### src/rtl/slc3_pkg.sv
// slc3_pkg: shared types and helpers for the SLC-3 datapath.
//   alu_op_t   - ALUK encodings
//   pcmux_t    - PCMUX encodings
//   addr2mux_t - ADDR2MUX encodings
//   sext()     - sign-extend bits [msb:0] of a value to SEXT_MAX_W bits;
//                callers size-cast the result down to their own WIDTH.
package slc3_pkg;

    localparam int NUM_REGS   = 8;
    localparam int REG_IDX_W  = 3;
    localparam int SEXT_MAX_W = 64;   // widest datapath sext() can serve

    typedef enum logic [1:0] {
        ALU_ADD  = 2'b00,
        ALU_AND  = 2'b01,
        ALU_NOT  = 2'b10,
        ALU_PASS = 2'b11
    } alu_op_t;

    typedef enum logic [1:0] {
        PCMUX_INC  = 2'b00,
        PCMUX_BUS  = 2'b01,
        PCMUX_ADDR = 2'b10,
        PCMUX_HOLD = 2'b11
    } pcmux_t;

    typedef enum logic [1:0] {
        ADDR2_ZERO  = 2'b00,
        ADDR2_OFF6  = 2'b01,
        ADDR2_OFF9  = 2'b10,
        ADDR2_OFF11 = 2'b11
    } addr2mux_t;

    // keep has bits [msb:0] set; everything above msb is replaced by value[msb].
    function automatic logic [SEXT_MAX_W-1:0] sext(input logic [SEXT_MAX_W-1:0] value,
                                                    input logic [5:0]            msb);
        logic [SEXT_MAX_W-1:0] keep;
        keep = {SEXT_MAX_W{1'b1}} >> (6'd63 - msb);
        return value[msb] ? (value | ~keep) : (value & keep);
    endfunction

endpackage

### src/rtl/slc3_reg_file.sv
// slc3_reg_file: NUM_REGS x WIDTH general-purpose register file.
//   clk, rst         - clock, asynchronous active-high reset (clears all regs)
//   we, waddr, wdata - synchronous write port
//   raddr_a/rdata_a  - combinational read port A (SR1)
//   raddr_b/rdata_b  - combinational read port B (SR2)
// Reads see the pre-edge contents, so a read of the register being written
// in the same cycle returns the old value.
module slc3_reg_file
    import slc3_pkg::*;
#(
    parameter int WIDTH = 16
) (
    input  logic                 clk,
    input  logic                 rst,
    input  logic                 we,
    input  logic [REG_IDX_W-1:0] waddr,
    input  logic [WIDTH-1:0]     wdata,
    input  logic [REG_IDX_W-1:0] raddr_a,
    output logic [WIDTH-1:0]     rdata_a,
    input  logic [REG_IDX_W-1:0] raddr_b,
    output logic [WIDTH-1:0]     rdata_b
);

    logic [NUM_REGS-1:0][WIDTH-1:0] regs;

    always_ff @(posedge clk or posedge rst) begin
        if (rst) begin
            regs <= '0;
        end else if (we) begin
            regs[waddr] <= wdata;
        end
    end

    assign rdata_a = regs[raddr_a];
    assign rdata_b = regs[raddr_b];

endmodule

### src/rtl/slc3_datapath_gen.sv
// slc3_datapath_gen: parametrised SLC-3 datapath (PC/MAR/MDR/IR, bus,
// register file, ALU, address adder, NZP and BEN), sequenced by the ISDU.
//   Clk, Reset                        - clock, asynchronous active-high reset
//   GatePC/GateMDR/GateALU/GateMARMUX - bus source enables
//   LD_*                              - register load enables
//   PCMUX, DRMUX, SR1MUX, SR2MUX,
//   ADDR1MUX, ADDR2MUX, ALUK          - datapath mux / ALU selects
//   MIO_EN, MDR_In                    - MDR source select and memory read data
//   MAR, MDR, IR, PC, NZP, BEN        - register contents
// Optional: define SLC3_BUS_CHECK_EN to add BUS_ERR, a sticky flag set on the
// edge after any cycle with two or more gates high (cleared only by Reset).
module slc3_datapath_gen
    import slc3_pkg::*;
#(
    parameter int               WIDTH    = 16,
    parameter logic [WIDTH-1:0] PC_RESET = WIDTH'(16'h3000),
    parameter logic [2:0]       CC_RESET = 3'b010
) (
    input  logic             Clk,
    input  logic             Reset,
    input  logic             GatePC,
    input  logic             GateMDR,
    input  logic             GateALU,
    input  logic             GateMARMUX,
    input  logic             LD_MAR,
    input  logic             LD_MDR,
    input  logic             LD_IR,
    input  logic             LD_PC,
    input  logic             LD_REG,
    input  logic             LD_CC,
    input  logic             LD_BEN,
    input  logic [1:0]       PCMUX,
    input  logic             DRMUX,
    input  logic             SR1MUX,
    input  logic             SR2MUX,
    input  logic             ADDR1MUX,
    input  logic [1:0]       ADDR2MUX,
    input  logic [1:0]       ALUK,
    input  logic             MIO_EN,
    input  logic [WIDTH-1:0] MDR_In,
    output logic [WIDTH-1:0] MAR,
    output logic [WIDTH-1:0] MDR,
    output logic [WIDTH-1:0] IR,
    output logic [WIDTH-1:0] PC,
`ifdef SLC3_BUS_CHECK_EN
    output logic             BUS_ERR,
`endif
    output logic [2:0]       NZP,
    output logic             BEN
);

    logic [15:0]          ir16;
    logic [REG_IDX_W-1:0] sr1_idx, dr_idx;
    logic [WIDTH-1:0]     sr1_data, sr2_data, alu_b, alu_out;
    logic [WIDTH-1:0]     imm5, off6, off9, off11;
    logic [WIDTH-1:0]     addr1, addr2, addr_sum;
    logic [WIDTH-1:0]     bus, pc_next;
    logic [2:0]           cc_from_bus;

    // Decode only looks at the low 16 bits, whatever WIDTH is.
    assign ir16    = IR[15:0];
    assign sr1_idx = SR1MUX ? ir16[8:6] : ir16[11:9];
    assign dr_idx  = DRMUX ? REG_IDX_W'(NUM_REGS - 1) : ir16[11:9];

    assign imm5  = WIDTH'(sext(SEXT_MAX_W'(ir16), 6'd4));
    assign off6  = WIDTH'(sext(SEXT_MAX_W'(ir16), 6'd5));
    assign off9  = WIDTH'(sext(SEXT_MAX_W'(ir16), 6'd8));
    assign off11 = WIDTH'(sext(SEXT_MAX_W'(ir16), 6'd10));

    slc3_reg_file #(.WIDTH(WIDTH)) u_reg_file (
        .clk     (Clk),
        .rst     (Reset),
        .we      (LD_REG),
        .waddr   (dr_idx),
        .wdata   (bus),
        .raddr_a (sr1_idx),
        .rdata_a (sr1_data),
        .raddr_b (ir16[2:0]),
        .rdata_b (sr2_data)
    );

    assign alu_b = SR2MUX ? imm5 : sr2_data;

    always_comb begin
        alu_out = '0;
        case (alu_op_t'(ALUK))
            ALU_ADD:  alu_out = sr1_data + alu_b;
            ALU_AND:  alu_out = sr1_data & alu_b;
            ALU_NOT:  alu_out = ~sr1_data;
            ALU_PASS: alu_out = sr1_data;
            default:  alu_out = '0;
        endcase
    end

    assign addr1 = ADDR1MUX ? sr1_data : PC;

    always_comb begin
        addr2 = '0;
        case (addr2mux_t'(ADDR2MUX))
            ADDR2_ZERO:  addr2 = '0;
            ADDR2_OFF6:  addr2 = off6;
            ADDR2_OFF9:  addr2 = off9;
            ADDR2_OFF11: addr2 = off11;
            default:     addr2 = '0;
        endcase
    end

    assign addr_sum = addr1 + addr2;

    // Fixed priority keeps the bus defined even if the FSM ever overlaps gates.
    always_comb begin
        if (GatePC)          bus = PC;
        else if (GateMDR)    bus = MDR;
        else if (GateALU)    bus = alu_out;
        else if (GateMARMUX) bus = addr_sum;
        else                 bus = '0;
    end

    always_comb begin
        pc_next = PC;
        case (pcmux_t'(PCMUX))
            PCMUX_INC:  pc_next = PC + WIDTH'(1);
            PCMUX_BUS:  pc_next = bus;
            PCMUX_ADDR: pc_next = addr_sum;
            PCMUX_HOLD: pc_next = PC;
            default:    pc_next = PC;
        endcase
    end

    assign cc_from_bus = bus[WIDTH-1]  ? 3'b100 :
                         (bus == '0)   ? 3'b010 : 3'b001;

    // BEN uses the registered IR and NZP, so same-cycle LD_IR / LD_CC
    // do not feed into it.
    always_ff @(posedge Clk or posedge Reset) begin
        if (Reset) begin
            PC  <= PC_RESET;
            MAR <= '0;
            MDR <= '0;
            IR  <= '0;
            NZP <= CC_RESET;
            BEN <= 1'b0;
        end else begin
            if (LD_MAR) MAR <= bus;
            if (LD_MDR) MDR <= MIO_EN ? MDR_In : bus;
            if (LD_IR)  IR  <= bus;
            if (LD_PC)  PC  <= pc_next;
            if (LD_CC)  NZP <= cc_from_bus;
            if (LD_BEN) BEN <= |(ir16[11:9] & NZP);
        end
    end

`ifdef SLC3_BUS_CHECK_EN
    logic multi_gate;
    assign multi_gate = ($countones({GatePC, GateMDR, GateALU, GateMARMUX}) > 1);

    always_ff @(posedge Clk or posedge Reset) begin
        if (Reset) begin
            BUS_ERR <= 1'b0;
        end else if (multi_gate) begin
            BUS_ERR <= 1'b1;
            $error("slc3_datapath_gen: more than one bus gate enabled");
        end
    end
`endif

endmodule
### config.mk
export PLATFORM = sky130hd
export DESIGN_NAME = slc3_datapath_gen
export DESIGN_NICKNAME = d
export VERILOG_FILES = /design/src/rtl/slc3_pkg.sv /design/src/rtl/slc3_reg_file.sv /design/src/rtl/slc3_datapath_gen.sv
export SDC_FILE = /design/constraint.sdc
export NUM_CORES = 1
export LEC_CHECK = 0
export CAP_MARGIN = 20
export CORE_MARGIN = 2
export CORE_UTILIZATION = 45
export CTS_CLUSTER_SIZE = 12
export DETAILED_ROUTE_END_ITERATION = 10
export GPL_TIMING_DRIVEN = 0
export PLACE_DENSITY_LB_ADDON = 0.1
export SLEW_MARGIN = 30
export SYNTH_ARGS = -nofsm -noshare
export SYNTH_HDL_FRONTEND = slang
export SYNTH_SLANG_ARGS = --single-unit
### constraint.sdc
create_clock -name Clk -period 11.2 [get_ports Clk]
set_input_delay 2.24 -clock Clk [delete_from_list [all_inputs] [get_ports Clk]]
set_output_delay 2.24 -clock Clk [all_outputs]
set_load 0.1 [all_outputs]
==> run metrics <==
number of flops mapped to enable cells by yosys 0; final period utilization 0.719; min-delay src NZP[1]; final non-filler cell total 1,957; Core Area 0.0285 mm²; DRT antenna net count 0; Inserted Clock Buffers 17; first-pass GRT wire length 76,700 µm; DRC Markers 0; Slew @ Worst Pin 1120 ps; placed cell area 0.0145 mm²; Area Overhead vs Synth 16.8%; Max Clock Freq 0.124 GHz; GR Overflow Total 0; CTS Sinks 196; multiplexer share of the synthesized area 0.156; clk_skew 14.0 ps; Fill cells 2,750; post-route cell area 0.0151 mm²; Max stage delay on crit path 740 ps; share of layout cells above drive strength 1 0.107; IO Port Bufs 99; Initial Util 0.453; Setup TNS Final 0 ps; die width 174 µm; Setup Fix Bufs, Post-CTS 0; die area 0.0301 mm²; Buf/Inv on CP 3; Clock Path Buffers 2; largest family of logic cells by synthesized area compound AO/OA/AOI/OAI gates; Top FF cell, synth dfrtp_1; vias in the first global route 11,800; status complete, no violations; simple-gate share of the synthesized area 0.154; Hold Violations, Final 0; Critical Path Source Type primary input; drt first-iter violations 1,202; yosys warns 0; max_slew headroom 0.250; final setup margin 3140 ps; DRT Pass-1 Iters 6; total track usage 0.343; crit path max fanout 10; pre-CTS WS 2990 ps; delay-heaviest family, CP compound AO/OA/AOI/OAI gates; max-slew violations 0; Post-Synth XOR/XNOR Area 0.0156; nets 1,637; Routed WL 51,400 µm; slowest CP cell a31oi_1; Fin Hold WS 510 ps; synthesized instance count 1,440; post-cts sizing count 0; Post-synth ARST share 1.00; Syn Area/Cell 8.99 µm²; Post-Synth Adder-Cell Area 0.0369; critical path arrival 8400 ps; Ports 108; commonest non-fill, non-tap cells in the layout 193 x dfrtp_1, 174 x nand2_1, 144 x a21oi_1; hpwl dp 38,500 µm; CTS root buf clkbuf_16; register area share after synthesis 0.379; Distinct cells, synth 79; placed cell count 1,925; Clock Latency Late Sink 460 ps; Worst Setup SP SR1MUX; wire length per cell 26.3 µm; clk slew on worst S/H paths 80 ps; FF-to-FF Start IR[0]; #FFs+latches synth 196; Worst Path Class, Setup in -> reg; Critical Path Most Common Cell a211oi_1; vias 12,300; max-capacitance violation count 0; Vias per Instance 6.28; CTS tree yes; cts hold-fix bufs 0; Finished Core Util 0.530; Synth Cell Area 0.0129 mm²; commonest non-fill, non-tap cell in the layout dfrtp_1; largest net degree at the start of global routing 91; Critical Path RT 11,550 ps; critical-path cell list buf_6 > mux2i_1 > clkbuf_1 > a221oi_1 > a31oi_1 > inv_1 > fa_1 > a21oi_1 > o211ai_1 > o31ai_1 > a211oi_1 > or3_1 > a311oi_1 > nor4b_1 > a211oi_1 > nand4_1 > a31o_1; total power draw 5.05 mW; VDD IR-drop max 0.127 mV; Pleak 6.23 nW; compound-cell area share of the yosys netlist 0.209; Final Wtd Congestion 0.973; diodes inserted 0; Power Density 334 mW/mm²; chip height 174 µm; H-Tree Depth 4; unrepaired setup endpoints after global routing no; crit path capture type flop; Final Critical Period 8060 ps; Final setup viols 0; Site Rows 62; initial antenna violation count 0; syn nets 1,517; Hold Crit Class reg -> reg
cells by family (layout without fill, tap and decap cells):
kind of cell | Yosys count | count (layout)
AND/OR/NAND/NOR | 444 | 444
AO/OA/AOI/OAI | 451 | 451
buffers and inverters | 159 | 292
adder cells (fa/ha/maj) | 37 | 37
flip-flops | 196 | 196
multiplexers | 130 | 130
XOR/XNOR | 23 | 23
routing by layer:
metal,GRT usage,wire (µm),vias to the layer above
met5,0,0,-
met4,0.179,2990,0
met3,0.0618,4100,144
met2,0.554,23700,625
met1,0.441,20600,6037
li1,-,-,5479
registers in the layout, indices dropped and copies added, names as in the netlist:
signal,cells
MAR,16
IR,16
BEN,1
PC,16
MDR,16
NZP,3
u_reg_file.regs,128
worst reg2reg max path: cells and delay by family, from the launching register on:
family / cells / cell delay (ps)
adder cells (fa/ha/maj): 1 / 510
multiplexers: 1 / 590
buffers and inverters: 3 / 1650
flip-flops: 1 / 350
AND/OR/NAND/NOR: 4 / 1170
AO/OA/AOI/OAI: 8 / 2760
cell usage after synthesis (11+ instances only):
cell,count,area (µm²)
nand3_1,30,150
clkbuf_1,87,327
mux2i_1,25,250
nor2_1,135,507
buf_1,11,41.3
mux2_2,50,563
xnor2_1,13,114
and3_1,15,93.8
o21ai_1,22,110
nor3_1,15,75.1
o21a_1,11,82.6
nand2b_1,11,68.8
mux4_2,50,1130
nor2b_1,28,175
a31oi_1,16,100
a221oi_1,14,123
a21oi_1,144,721
dfrtp_1,193,4830
o21ai_0,135,676
a211oi_1,24,180
nand2_1,174,653
ha_1,35,438
inv_1,47,176
cell type report:
type                            instances  area, µm²  share of cell area
Multi-Input combinational cell       1085       7410               0.490
Sequential cell                       196       4910               0.325
Timing Repair Buffer                  101       1050              0.0692
Tap cell                              384        480              0.0318
Buffer                                110        449              0.0297
Clock buffer                           18        439              0.0290
Inverter                               49        191              0.0127
Clock inverter                         14        190              0.0126
power by group:
part           internal (mW)  switching [mW]  total [mW]
Sequential             0.992           0.307        1.30
Combinational           1.06            2.01        3.08
Clock                  0.348           0.323       0.672
Total                   2.40            2.65        5.05
path summary, 6_finish.rpt:
check | slack [ps] | endpoint | cells after the start
min in group asynchronous | 2120 | MAR[5] | 2
worst max register to register | 4070 | NZP[0] | 17
worst min-delay path | 510 | NZP[1] | 2
max in group asynchronous | 7940 | MAR[0] | 4
worst min register to register | 510 | NZP[1] | 2
worst max-delay path | 3140 | NZP[0] | 17
Note: power is estimated with default switching activity, not from simulation.
